$ cat src/rtl/pipe_hazard_ctrl_pkg.sv
// rtl/pipe_hazard_ctrl_pkg.sv - shared codes and types for the pipeline hazard controller
//
// Purpose: forwarding select codes, controller state encodings, select widths
// and the packed bundle of stage-register control outputs.
// Ports: none (package).
package pipe_hazard_ctrl_pkg;

  // Width of the forwarding selects latched into ID/EX for each ALU operand.
  localparam int MUX_EX_REDIR_DATAA_BIT = 2;
  localparam int MUX_EX_REDIR_DATAB_BIT = 2;

  // Forwarding select codes: where the ID-stage operand should be taken from.
  localparam logic [1:0] REDIR_NONE = 2'd0;
  localparam logic [1:0] REDIR_EX   = 2'd1;
  localparam logic [1:0] REDIR_DM   = 2'd2;
  localparam logic [1:0] REDIR_WB   = 2'd3;

  typedef enum logic [1:0] {
    PHC_RUN    = 2'd0,
    PHC_DRAIN  = 2'd1,
    PHC_HALTED = 2'd2
  } phc_state_e;

  // Every stage-register control in one bundle. clr fields are active-low.
  typedef struct packed {
    logic pc_en;
    logic if_id_en;
    logic if_id_stall;
    logic if_id_clr;
    logic id_ex_en;
    logic id_ex_clr;
    logic ex_dm_en;
    logic ex_dm_clr;
    logic dm_wb_en;
    logic dm_wb_clr;
    logic halted;
  } ctrl_t;

  // Normal flow: everything advances, nothing cleared.
  localparam ctrl_t CTRL_RUN = '{
    pc_en: 1'b1, if_id_en: 1'b1, if_id_stall: 1'b0, if_id_clr: 1'b1,
    id_ex_en: 1'b1, id_ex_clr: 1'b1, ex_dm_en: 1'b1, ex_dm_clr: 1'b1,
    dm_wb_en: 1'b1, dm_wb_clr: 1'b1, halted: 1'b0
  };

  // Data-memory wait: hold every register and the PC, clear nothing.
  localparam ctrl_t CTRL_FREEZE = '{
    pc_en: 1'b0, if_id_en: 1'b0, if_id_stall: 1'b0, if_id_clr: 1'b1,
    id_ex_en: 1'b0, id_ex_clr: 1'b1, ex_dm_en: 1'b0, ex_dm_clr: 1'b1,
    dm_wb_en: 1'b0, dm_wb_clr: 1'b1, halted: 1'b0
  };

  // Frozen after halt; contents are kept.
  localparam ctrl_t CTRL_HALTED = '{
    pc_en: 1'b0, if_id_en: 1'b0, if_id_stall: 1'b0, if_id_clr: 1'b1,
    id_ex_en: 1'b0, id_ex_clr: 1'b1, ex_dm_en: 1'b0, ex_dm_clr: 1'b1,
    dm_wb_en: 1'b0, dm_wb_clr: 1'b1, halted: 1'b1
  };

  // While reset is held: nothing enabled, every stage register cleared.
  localparam ctrl_t CTRL_RESET = '0;

endpackage

$ cat src/rtl/pipe_hazard_ctrl_redir_sel.sv
// rtl/pipe_hazard_ctrl_redir_sel.sv - forwarding select for one ID-stage source operand
//
// Purpose: picks the youngest in-flight writer (EX > DM > WB) of a source
// register and reports whether the EX-stage writer matched, which the parent
// uses for load-use detection. Purely combinational.
// Ports:
//   use_i                     operand is actually read by the ID instruction
//   req_i[4:0]                source register number
//   {ex,dm,wb}_w_en_i         stage instruction writes the register file
//   {ex,dm,wb}_w_req_i[4:0]   destination register of that stage
//   sel_o[W-1:0]              forwarding select (REDIR_NONE/EX/DM/WB)
//   ex_match_o                EX-stage writer targets this operand
module pipe_hazard_ctrl_redir_sel
  import pipe_hazard_ctrl_pkg::*;
#(
  parameter int W = MUX_EX_REDIR_DATAA_BIT
) (
  input  logic         use_i,
  input  logic [4:0]   req_i,
  input  logic         ex_w_en_i,
  input  logic [4:0]   ex_w_req_i,
  input  logic         dm_w_en_i,
  input  logic [4:0]   dm_w_req_i,
  input  logic         wb_w_en_i,
  input  logic [4:0]   wb_w_req_i,
  output logic [W-1:0] sel_o,
  output logic         ex_match_o
);

  logic live;
  logic dm_match;
  logic wb_match;

  always_comb begin
    // $0 is hard-wired zero, so it never needs forwarding.
    live       = use_i && (req_i != 5'd0);
    ex_match_o = live && ex_w_en_i && (ex_w_req_i == req_i);
    dm_match   = live && dm_w_en_i && (dm_w_req_i == req_i);
    wb_match   = live && wb_w_en_i && (wb_w_req_i == req_i);

    sel_o = W'(REDIR_NONE);
    if (ex_match_o) begin
      sel_o = W'(REDIR_EX);
    end else if (dm_match) begin
      sel_o = W'(REDIR_DM);
    end else if (wb_match) begin
      sel_o = W'(REDIR_WB);
    end
  end

endmodule

$ cat src/rtl/pipe_hazard_ctrl.sv
// rtl/pipe_hazard_ctrl.sv - stage-register control, hazard detection and halt sequencing
//
// Purpose: drives en/clr/stall of IF/ID, ID/EX, EX/DM, DM/WB, the PC enable and
// the forwarding selects latched into ID/EX. Handles load-use stalls, EX-stage
// branch mispredict flushes, data-memory wait and syscall halt drain/resume.
// Optional build macro: PIPE_HAZARD_CTRL_PERF_EN adds stall_cycles/flush_count.
// Ports:
//   clk, rst                       core clock, synchronous active-high reset
//   id_req_a/b, id_use_a/b         ID-stage source operands
//   ex_regfile_w_en/req_w, ex_is_load, dm_*/wb_* writer info per stage
//   ex_mispredict, ex_halt, dm_busy, go   hazard and sequencing events
//   pc_en, *_en, *_clr (active-low), if_id_stall   stage-register controls
//   redir_a/b                      forwarding selects
//   halted                         core frozen after halt
//   stall_cycles, flush_count      performance counters (macro builds only)
module pipe_hazard_ctrl
  import pipe_hazard_ctrl_pkg::*;
#(
  parameter int REDIR_BIT         = MUX_EX_REDIR_DATAA_BIT,
  parameter int HALT_DRAIN_CYCLES = 2
) (
  input  logic                 clk,
  input  logic                 rst,
`ifdef PIPE_HAZARD_CTRL_PERF_EN
  output logic [31:0]          stall_cycles,
  output logic [31:0]          flush_count,
`endif
  input  logic [4:0]           id_req_a,
  input  logic [4:0]           id_req_b,
  input  logic                 id_use_a,
  input  logic                 id_use_b,
  input  logic                 ex_regfile_w_en,
  input  logic [4:0]           ex_regfile_req_w,
  input  logic                 ex_is_load,
  input  logic                 dm_regfile_w_en,
  input  logic [4:0]           dm_regfile_req_w,
  input  logic                 wb_regfile_w_en,
  input  logic [4:0]           wb_regfile_req_w,
  input  logic                 ex_mispredict,
  input  logic                 ex_halt,
  input  logic                 dm_busy,
  input  logic                 go,
  output logic                 pc_en,
  output logic                 if_id_en,
  output logic                 if_id_stall,
  output logic                 if_id_clr,
  output logic                 id_ex_en,
  output logic                 id_ex_clr,
  output logic                 ex_dm_en,
  output logic                 ex_dm_clr,
  output logic                 dm_wb_en,
  output logic                 dm_wb_clr,
  output logic [REDIR_BIT-1:0] redir_a,
  output logic [REDIR_BIT-1:0] redir_b,
  output logic                 halted
);

  // Counter counts down to 0 inclusive, giving HALT_DRAIN_CYCLES drain cycles.
  localparam logic [1:0] DRAIN_LOAD = 2'(HALT_DRAIN_CYCLES - 1);

  phc_state_e           state_q, state_d;
  logic [1:0]           cnt_q, cnt_d;
  ctrl_t                ctrl;
  logic                 load_use;
  logic                 ex_match_a, ex_match_b;
  logic [REDIR_BIT-1:0] sel_a, sel_b;

  pipe_hazard_ctrl_redir_sel #(.W(REDIR_BIT)) u_redir_a (
    .use_i      (id_use_a),
    .req_i      (id_req_a),
    .ex_w_en_i  (ex_regfile_w_en),
    .ex_w_req_i (ex_regfile_req_w),
    .dm_w_en_i  (dm_regfile_w_en),
    .dm_w_req_i (dm_regfile_req_w),
    .wb_w_en_i  (wb_regfile_w_en),
    .wb_w_req_i (wb_regfile_req_w),
    .sel_o      (sel_a),
    .ex_match_o (ex_match_a)
  );

  pipe_hazard_ctrl_redir_sel #(.W(REDIR_BIT)) u_redir_b (
    .use_i      (id_use_b),
    .req_i      (id_req_b),
    .ex_w_en_i  (ex_regfile_w_en),
    .ex_w_req_i (ex_regfile_req_w),
    .dm_w_en_i  (dm_regfile_w_en),
    .dm_w_req_i (dm_regfile_req_w),
    .wb_w_en_i  (wb_regfile_w_en),
    .wb_w_req_i (wb_regfile_req_w),
    .sel_o      (sel_b),
    .ex_match_o (ex_match_b)
  );

  always_ff @(posedge clk) begin
    if (rst) begin
      state_q <= PHC_RUN;
      cnt_q   <= 2'd0;
    end else begin
      state_q <= state_d;
      cnt_q   <= cnt_d;
    end
  end

  always_comb begin
    state_d  = state_q;
    cnt_d    = cnt_q;
    ctrl     = CTRL_RUN;
    // A load in EX cannot forward its data yet; the ID consumer must wait.
    load_use = ex_is_load && (ex_match_a || ex_match_b);

    unique case (state_q)
      PHC_RUN: begin
        if (dm_busy) begin
          ctrl = CTRL_FREEZE;
        end else if (ex_halt) begin
          // Squash younger instructions and let EX/DM/WB keep retiring.
          ctrl.if_id_clr = 1'b0;
          ctrl.id_ex_clr = 1'b0;
          ctrl.pc_en     = 1'b0;
          state_d        = PHC_DRAIN;
          cnt_d          = DRAIN_LOAD;
        end else if (ex_mispredict) begin
          // Wrong-path instructions in IF/ID and ID/EX are dropped; the PC
          // loads the redirect target, so any load-use in ID is moot.
          ctrl.if_id_clr = 1'b0;
          ctrl.id_ex_clr = 1'b0;
        end else if (load_use) begin
          // Hold PC and IF/ID, push a bubble into ID/EX. Next cycle the load
          // sits in DM and the operand forwards from there.
          ctrl.pc_en       = 1'b0;
          ctrl.if_id_stall = 1'b1;
          ctrl.id_ex_clr   = 1'b0;
        end
      end

      PHC_DRAIN: begin
        if (dm_busy) begin
          ctrl = CTRL_FREEZE;
        end else begin
          ctrl.pc_en     = 1'b0;
          ctrl.if_id_en  = 1'b0;
          ctrl.id_ex_clr = 1'b0;
          if (cnt_q == 2'd0) begin
            state_d = PHC_HALTED;
          end else begin
            cnt_d = cnt_q - 2'd1;
          end
        end
      end

      PHC_HALTED: begin
        ctrl = CTRL_HALTED;
        if (go) begin
          // Resume from a clean front end.
          ctrl.if_id_clr = 1'b0;
          ctrl.id_ex_clr = 1'b0;
          state_d        = PHC_RUN;
        end
      end

      default: begin
        state_d = PHC_RUN;
      end
    endcase

    if (rst) begin
      ctrl = CTRL_RESET;
    end
  end

  assign pc_en       = ctrl.pc_en;
  assign if_id_en    = ctrl.if_id_en;
  assign if_id_stall = ctrl.if_id_stall;
  assign if_id_clr   = ctrl.if_id_clr;
  assign id_ex_en    = ctrl.id_ex_en;
  assign id_ex_clr   = ctrl.id_ex_clr;
  assign ex_dm_en    = ctrl.ex_dm_en;
  assign ex_dm_clr   = ctrl.ex_dm_clr;
  assign dm_wb_en    = ctrl.dm_wb_en;
  assign dm_wb_clr   = ctrl.dm_wb_clr;
  assign halted      = ctrl.halted;
  assign redir_a     = rst ? '0 : sel_a;
  assign redir_b     = rst ? '0 : sel_b;

`ifdef PIPE_HAZARD_CTRL_PERF_EN
  logic [31:0] stall_q;
  logic [31:0] flush_q;
  logic        stall_evt;
  logic        flush_evt;

  // Events mirror which RUN branch actually won this cycle.
  always_comb begin
    stall_evt = (state_q == PHC_RUN) &&
                (dm_busy || (!ex_halt && !ex_mispredict && load_use));
    flush_evt = (state_q == PHC_RUN) && !dm_busy && !ex_halt && ex_mispredict;
  end

  always_ff @(posedge clk) begin
    if (rst) begin
      stall_q <= 32'd0;
      flush_q <= 32'd0;
    end else begin
      if (stall_evt) stall_q <= stall_q + 32'd1;
      if (flush_evt) flush_q <= flush_q + 32'd1;
    end
  end

  assign stall_cycles = stall_q;
  assign flush_count  = flush_q;
`else
  // No performance counters in this build.
`endif

endmodule

$ cat config.mk
export PLATFORM = sky130hd
export DESIGN_NAME = pipe_hazard_ctrl
export DESIGN_NICKNAME = d
export VERILOG_FILES = /design/src/rtl/pipe_hazard_ctrl_pkg.sv /design/src/rtl/pipe_hazard_ctrl_redir_sel.sv /design/src/rtl/pipe_hazard_ctrl.sv
export SDC_FILE = /design/constraint.sdc
export NUM_CORES = 1
export LEC_CHECK = 0
export CORE_MARGIN = 2
export CORE_UTILIZATION = 43
export CTS_BUF_LIST = sky130_fd_sc_hd__clkbuf_4
export DETAILED_ROUTE_END_ITERATION = 8
export GPL_TIMING_DRIVEN = 0
export PLACE_DENSITY = 0.88
export SLEW_MARGIN = 20
export SYNTH_ARGS = -nofsm -noshare
export SYNTH_HDL_FRONTEND = slang
export SYNTH_HIERARCHICAL = 1
export SYNTH_SLANG_ARGS = --single-unit
$ cat constraint.sdc
create_clock -name clk -period 2.7 [get_ports clk]
set_input_delay 0.27 -clock clk [delete_from_list [all_inputs] [get_ports clk]]
set_output_delay 0.27 -clock clk [all_outputs]
set_load 0.005 [all_outputs]
==> metrics.md, run 1 <==
| Metric | Value |
|---|---|
| Clock Pin Slew Worst Setup and Hold Paths | 40 ps |
| Final Total Pwr | 0.403 mW |
| Post-Syn Area | a little over 900 µm² |
| # rows | 16 |
| CTS tree | done |
| Die width | approximately 51 µm |
| Leading register cell type out of synthesis | dfxtp_1 |
| Number of cells in the finished layout apart from fillers | between 200 and 250 |
| Grt ovf | 0 |
| Worst Slack Setup Final | 49.1 ps |
| Final wirelength | approximately 3100 µm |
| Layout cell share with drive strength beyond 1 | 0.116 |
| Number of global-route vias before repair | around 1.1k |
| Req. time, crit path | approximately 2400 ps |
| Worst path arrival time | roughly 2400 ps |
| Syn avg cell area | 7.34 µm² |
| Hpwl dp | approximately 2500 µm |
| Lkg Pwr | 0.621 nW |
| Outcome | finished, final reports clean |
| Total clock sinks | 4 |
| Via density | about 5.6 |
| Avg WL per Cell | between 10 and 15 µm |
| CTS Buf Count | 3 |
| Cell accounting for the most synthesized area | xnor2_1 |
| Largest net degree at the start of global routing | 11 |
| Worst Hold Class | flop to flop |
| Largest cells by area after synthesis | xnor2_1 15%, xor2_1 13%, dfxtp_1 8.6% |
| Critical path type | input pin to output port |
| Final hold violations | 0 |
| Worst vdd ir | around 0.24 mV |
| Dpl ws | -308 ps |
| Layout net count | between 200 and 250 |
| FFs w/ async S/R, synth | 0 |
| Fmax | ~0.38 GHz |
| First-pass GRT wire length | 4900 µm |
| CTS root buffer | clkbuf_4 |
| WP buf/inv | 2 |
| GR Util All Layers | 0.249 |
| Slew @ Worst Pin | around 430 ps |
| Delay-heaviest family, CP | simple AND/OR/NAND/NOR gates |
| ANT nets after route | 0 |
| Syn Nets | 169 |
| Worst rel slew slack | 0.708 |
| # diodes | 0 |
| CP cell instances | dlygate4sd2_1 > or4_4 > o21ai_4 > nor3_4 > o21ai_2 > nor2_1 > o21ai_0 > and2_1 > clkdlybuf4s50_1 |
| Post-synthesis cell count | between 100 and 150 |
| # IOs | 52 |
| Commonest cells in the netlist | 16 x xnor2_1, 14 x xor2_1, 11 x a21oi_1 |
| Core Region | roughly 2000 µm² |
| Syn-to-layout area delta | 64.4% |
| Critical path's slowest cell | or4_4 |
| H-tree levels | 1 |
| Clock buffer depth | 2 |
| IO buf count | approximately 50 |
| Max Cap Violations | 0 |
| Post-CTS Setup Bufs | 0 |
| Post-synth top area share | 0.150 |
| Iter 0 DRT Violations | 32 |
| Initial Util | 0.466 |
| Post-synth cell types | 34 |
| Critical path launch point type | input pin |
| Final period utilization | 0.982 |
| Worst Clk Skew | 1.70 ps |
| Critical path endpoint category | output port |
| Register area share after synthesis | 0.0859 |
| Most common cell in the netlist | xnor2_1 |
| Synth Warn # | 6 |
| Setup_tns | 0 ps |
| DRC | 0 |
| Setup violators final | 0 |
| RSZ-0062 raised after global routing | true |
| GP Congestion | 0.861 |
| Crit path time final | between 2000 and 3000 ps |
| DR vias | 1155 |
| Pre-antenna DRT Iters | 4 |
| Synth Register Bits | 4 |
| Number of flops mapped to enable cells by yosys | 0 |
| Clock Latency Late Sink | between 200 and 250 ps |
| Worst path max stage delay | 560 ps |
| Hold Slack | 471 ps |
| Dpl cells | approximately 210 |
| Initial antenna violation count | 0 |
| Power Dens Cells | between 200 and 300 nW/µm² |
| Die Y | 50.6 µm |
| Die ar. | between 2000 and 3000 µm² |
| Fin. max-slew vios | 0 |
| Critical Path Fanout Max | 4 |
metrics by stage:
step                      utilization  area (µm²)
after floorplan                     -         932
after global placement          0.738        1480
after detailed placement        0.738        1480
after CTS                       0.749        1500
after global routing            0.766        1530
final                           0.766        1530
cell type report:
type	instances	area (µm²)
Multi-Input combinational cell	110	826
Timing Repair Buffer	51	504
Fill cell	146	469
Sequential cell	4	80.1
Buffer	7	43.8
Tap cell	27	33.8
Clock buffer	3	22.5
Inverter	6	22.5
registers in the layout, summed over array words and instances, names as in the netlist:
register / cells
state_q: 2
cnt_q: 2
tightest hold or removal path: cells and delay by family, from the launching register on:
family / cells / cell delay, ps
flip-flops: 1 / 300
AO/OA/AOI/OAI: 2 / 120
where the power goes:
part	internal [mW]	switching (mW)	total, mW
combinational	0.135	0.119	0.254
clock	0.0499	0.0270	0.0769
sequential	0.0653	0.00703	0.0724
worst paths after layout:
path,depth (start not counted),end,startpoint,slack (ps)
max,9,pc_en,id_req_b[4],50
min,2,cnt_q[1]$_SDFFE_PP0P_,cnt_q[1]$_SDFFE_PP0P_,470
max reg2reg,6,state_q[0]$_SDFFE_PP0P_,state_q[1]$_SDFFE_PP0P_,1200
min reg2reg,2,cnt_q[1]$_SDFFE_PP0P_,cnt_q[1]$_SDFFE_PP0P_,470
metal layers:
| metal | routed length (µm) | vias up | global-route usage | share of wire |
|---|---|---|---|---|
| li1 | - | 557 | - | - |
| met1 | 1290 | 533 | 0.319 | 0.41 |
| met3 | 254 | 4 | 0.0625 | 0.082 |
| met4 | 25 | 0 | 0.0541 | 0.0080 |
| met5 | 0 | - | 0 | 0 |
| met2 | 1540 | 61 | 0.419 | 0.49 |
logic make-up after synthesis:
group / synth area share
AND/OR/NAND/NOR: 0.291
XOR/XNOR: 0.282
AO/OA/AOI/OAI: 0.203
buffers and inverters: 0.0711
adder cells (fa/ha/maj): 0.0671
flip-flops: 0.0859
cell usage in the layout (no fill, tap or decap), types with 4 or more instances in the layout:
cell,instances
clkdlybuf4s50_1,40
xnor2_1,16
xor2_1,14
a21oi_1,11
nand2_1,8
nor2b_1,7
nor2_1,7
dlygate4sd2_1,7
inv_1,5
o21ai_0,5
ha_1,5
buf_4,4
nand4b_1,4
dfxtp_1,4
timing repair:
| action | 4_1_cts | 5_1_grt |
|---|---|---|
| gates cloned | 0 | 0 |
| setup endpoints to repair | 5 | 4 |
| resized for setup | 11 | 10 |
| hold buffers | 0 | 0 |
| pin swaps | 1 | 1 |
No activity file was read; power rests on OpenSTA's default activity.
==> inputs of run 2 (changes only) <==
--- a/config.mk
+++ b/config.mk
@@ -6,13 +6,12 @@
 export NUM_CORES = 1
 export LEC_CHECK = 0
 export CORE_MARGIN = 2
-export CORE_UTILIZATION = 43
+export CORE_UTILIZATION = 42
 export CTS_BUF_LIST = sky130_fd_sc_hd__clkbuf_4
 export DETAILED_ROUTE_END_ITERATION = 8
 export GPL_TIMING_DRIVEN = 0
-export PLACE_DENSITY = 0.88
+export PLACE_DENSITY = 0.87
 export SLEW_MARGIN = 20
 export SYNTH_ARGS = -nofsm -noshare
 export SYNTH_HDL_FRONTEND = slang
-export SYNTH_HIERARCHICAL = 1
 export SYNTH_SLANG_ARGS = --single-unit
==> run 2 against run 1 <==
Compared with the run above: non-clock buffer count shrank 2; sequential share of layout area is 0.17 points higher; final area down 3.2%; register-to-register slack worse by 330 ps; worst setup slack better by 58 ps; clock power is 3.5% lower; global-route usage decreased by 0.84 points; final cell count shrank 4.3%; critical path depth is 2 lower; via count decreased by 10%; total power increased by 2.2%; die area hardly changed; critical path type unchanged; critical endpoint unchanged; largest cell class unchanged; highest routed layer is now met3.
==> metrics.md, run 2 <==
| Metric | Value |
|---|---|
| Final Total Pwr | 0.412 mW (+2.2%) |
| Die Y | 50.5 µm (about the same) |
| Avg WL per Cell | 14.4 µm (-3.8%) |
| Dpl ws | -75.9 ps (+232 ps) |
| Cell accounting for the most synthesized area | xor2_1 |
| Most common cell in the netlist | xor2_1 |
| # IOs | 52 (unchanged) |
| Worst Hold Class | flop to flop |
| GR Util All Layers | 0.241 (-0.00838) |
| Total clock sinks | 4 (unchanged) |
| Post-Syn Area | 910 µm² (-2.4%) |
| Layout cell share with drive strength beyond 1 | 0.110 (-0.00556) |
| # hold bufs at CTS | 0 (unchanged) |
| Worst Clk Skew | 0.943 ps (-0.757 ps) |
| # diodes | 0 (unchanged) |
| Iter 0 DRT Violations | 30 (-6.3%) |
| Initial Util | 0.454 (-0.0113) |
| DRC | 0 (unchanged) |
| Clock Latency Late Sink | 230 ps (about the same) |
| Critical path type | input pin to output port |
| Reg2Reg Setup Slack | 870 ps (-330 ps) |
| Die ar. | 2550 µm² (about the same) |
| Syn avg cell area | 7.77 µm² (+5.9%) |
| Dpl cells | 195 (-4.9%) |
| Synth Warn # | 0 (-6) |
| FFs w/ async S/R, synth | 0 (unchanged) |
| Layout net count | 216 (-4.0%) |
| Final period utilization | 0.960 (-0.0214) |
| R2r endpoint | cnt_q[0]$_SDFFE_PP0P_ |
| H-tree levels | 1 (unchanged) |
| Number of cells in the finished layout apart from fillers | 199 (-4.3%) |
| Most common cell after layout, fill and taps aside | clkdlybuf4s50_1 |
| Post-synth top area share | 0.154 (+0.00372) |
| Post-synth cell types | 38 (+12%) |
| Clock buffer depth | 2 (unchanged) |
| Crit path time final | 2590 ps (-57.7 ps) |
| Hold Path Sink | cnt_q[1]$_SDFFE_PP0P_ |
| Grt ovf | 0 (unchanged) |
| Final wirelength | 2860 µm (-8.0%) |
| Commonest cells in the netlist | 16 x xor2_1, 14 x xnor2_1, 11 x nand2_1 |
| Slew @ Worst Pin | 484 ps (+50.8 ps) |
| CTS tree | done |
| Commonest non-fill, non-tap cells in the layout | 40 x clkdlybuf4s50_1, 16 x xor2_1, 14 x xnor2_1 |
| HP Start | cnt_q[1]$_SDFFE_PP0P_ |
| Fin. max-slew vios | 0 (unchanged) |
| Post-synthesis cell count | 117 (-7.9%) |
| First-pass GRT wire length | 4790 µm (-2.3%) |
| Die width | 50.5 µm (about the same) |
| Largest net degree at the start of global routing | 11 (unchanged) |
| Critical path launch point type | input pin |
| DR vias | 1034 (-10%) |
| Lkg Pwr | 0.619 nW (-0.34%) |
| Req. time, crit path | 2430 ps (about the same) |
| Clock Pin Slew Worst Setup and Hold Paths | 40 ps (about the same) |
| Worst path arrival time | 2320 ps (-60 ps) |
| Number of flops mapped to enable cells by yosys | 0 (unchanged) |
| GP Congestion | 0.828 (-3.8%) |
| Outcome | finished, final reports clean |
| CTS root buffer | clkbuf_4 |
| Reg2reg path depth | 7 (+1) |
| Leading register cell type out of synthesis | dfxtp_1 |
| RSZ-0062 raised after global routing | false |
| Syn-to-layout area delta | 63.1% |
| Hpwl dp | 2510 µm (+1.1%) |
| Max Cap Violations | 0 (unchanged) |
| Hold Path Depth | 2 (unchanged) |
| Via density | 5.20 (-6.4%) |
| CTS Buf Count | 3 (unchanged) |
| R2r startpoint | state_q[1]$_SDFFE_PP0P_ |
| Biggest regs | cnt_q: 2 flops, state_q: 2 flops |
| Final hold violations | 0 (unchanged) |
| Pre-antenna DRT Iters | 4 (unchanged) |
| ANT nets after route | 0 (unchanged) |
| Worst vdd ir | 0.213 mV (-11%) |
| Number of global-route vias before repair | 1050 (-0.095%) |
| # rows | 16 (unchanged) |
| Worst rel slew slack | 0.677 (-0.0312) |
| Power Dens Cells | 278 nW/µm² (+5.6%) |
| IO buf count | 51 (unchanged) |
| Core Region | 2000 µm² (unchanged) |
| Synth Register Bits | 4 (unchanged) |
| Fmax | 0.386 GHz (+2.2%) |
| Syn Nets | 159 (-5.9%) |
| Critical Path Fanout Max | 4 (unchanged) |
| Worst Slack Setup Final | 107 ps (+57.7 ps) |
| Setup violators final | 0 (unchanged) |
| Register area share after synthesis | 0.0880 (+0.00213) |
| Initial antenna violation count | 0 (unchanged) |
| Largest cells by area after synthesis | xor2_1 15%, xnor2_1 13%, dfxtp_1 8.8% |
| Critical path endpoint category | output port |
-- run 2: cell count changes after synthesis, moves of 3 or more --
cell | before | now
nand4b_1 | 4 | 0
nor2b_1 | 7 | 2
o21ai_0 | 6 | 2
nand2b_1 | 1 | 5
nand2_1 | 8 | 11
a21oi_1 | 11 | 8
nor3_1 | 5 | 2
-- run 2: worst max path at each step --
stage / slack, ps / cells after the start / endpoint / start
finish: 110 / 7 / pc_en / ex_regfile_req_w[1]
floorplan: 1100 / 5 / id_ex_clr / id_req_b[1]
detailed placement: -80 / 7 / if_id_stall / id_req_b[1]
global route: 30 / 8 / id_ex_clr / id_req_a[0]
global placement: -80 / 7 / if_id_stall / id_req_a[1]
CTS: -10 / 7 / if_id_stall / ex_regfile_req_w[0]
-- run 2: area by class of cell --
type / instances / area, µm²
Tap cell: 27 / 33.8
Buffer: 4 / 26.3
Sequential cell: 4 / 80.1
Clock buffer: 3 / 22.5
Inverter: 7 / 26.3
Multi-Input combinational cell: 102 / 783
Fill cell: 168 / 518
Timing Repair Buffer: 52 / 512
-- run 2: cell families after synthesis --
kind of cell,count (synthesis),share of synthesized area
DFF,4,0.0880
adders and majority gates,5,0.0688
muxes,1,0.0124
and+or+nand+nor,43,0.296
buffers and inverters,11,0.0578
xor gates and xnor gates,30,0.289
AOI/OAI and AO/OA,23,0.188
-- run 2: timing repair --
action,4_1_cts,5_1_grt
buffers inserted,0,1
setup endpoints to repair,5,5
gates resized for setup,9,3
pin swaps,2,4
-- run 2: through the flow --
step	instance area, µm²	TNS, ps	hold slack, ps	utilization
final	1480	0	518	0.741
after global routing	1480	0	546	0.741
after CTS	1470	-10.8	511	0.732
after detailed placement	1450	-237	503	0.726
after global placement	1450	-187	478	0.726
after floorplan	910	0	467	-
-- run 2: power breakdown --
part	total, mW	switching, mW	internal [mW]
clock network	0.0742	0.0245	0.0497
registers	0.0756	0.00931	0.0663
logic	0.262	0.124	0.138
-- run 2: critical path, stage by stage --
cell and delay [ps]:
clkdlybuf4s50_1 450, xor2_1 190, nor4_2 410, nand4b_4 170, a211oi_2 260, o32ai_1 120
clkdlybuf4s50_1 460
-- run 2: per-layer routing --
layer | global-route usage | vias up | part of all wire
li1 | - | 519 | -
met1 | 0.299 | 481 | 0.41
met2 | 0.432 | 34 | 0.55
met3 | 0.00893 | 0 | 0.041
met4 | 0.0991 | 0 | 0
met5 | 0 | - | 0
==> inputs of run 3 (changes only) <==
--- a/config.mk
+++ b/config.mk
@@ -6,12 +6,13 @@
 export NUM_CORES = 1
 export LEC_CHECK = 0
 export CORE_MARGIN = 2
-export CORE_UTILIZATION = 42
+export CORE_UTILIZATION = 43
 export CTS_BUF_LIST = sky130_fd_sc_hd__clkbuf_4
 export DETAILED_ROUTE_END_ITERATION = 8
 export GPL_TIMING_DRIVEN = 0
-export PLACE_DENSITY = 0.87
+export PLACE_DENSITY = 0.88
 export SLEW_MARGIN = 20
 export SYNTH_ARGS = -nofsm -noshare
 export SYNTH_HDL_FRONTEND = slang
+export SYNTH_HIERARCHICAL = 1
 export SYNTH_SLANG_ARGS = --single-unit
==> results of run 3 <==
Same layout as run 1: the final DEF is identical, and so are final timing and power.
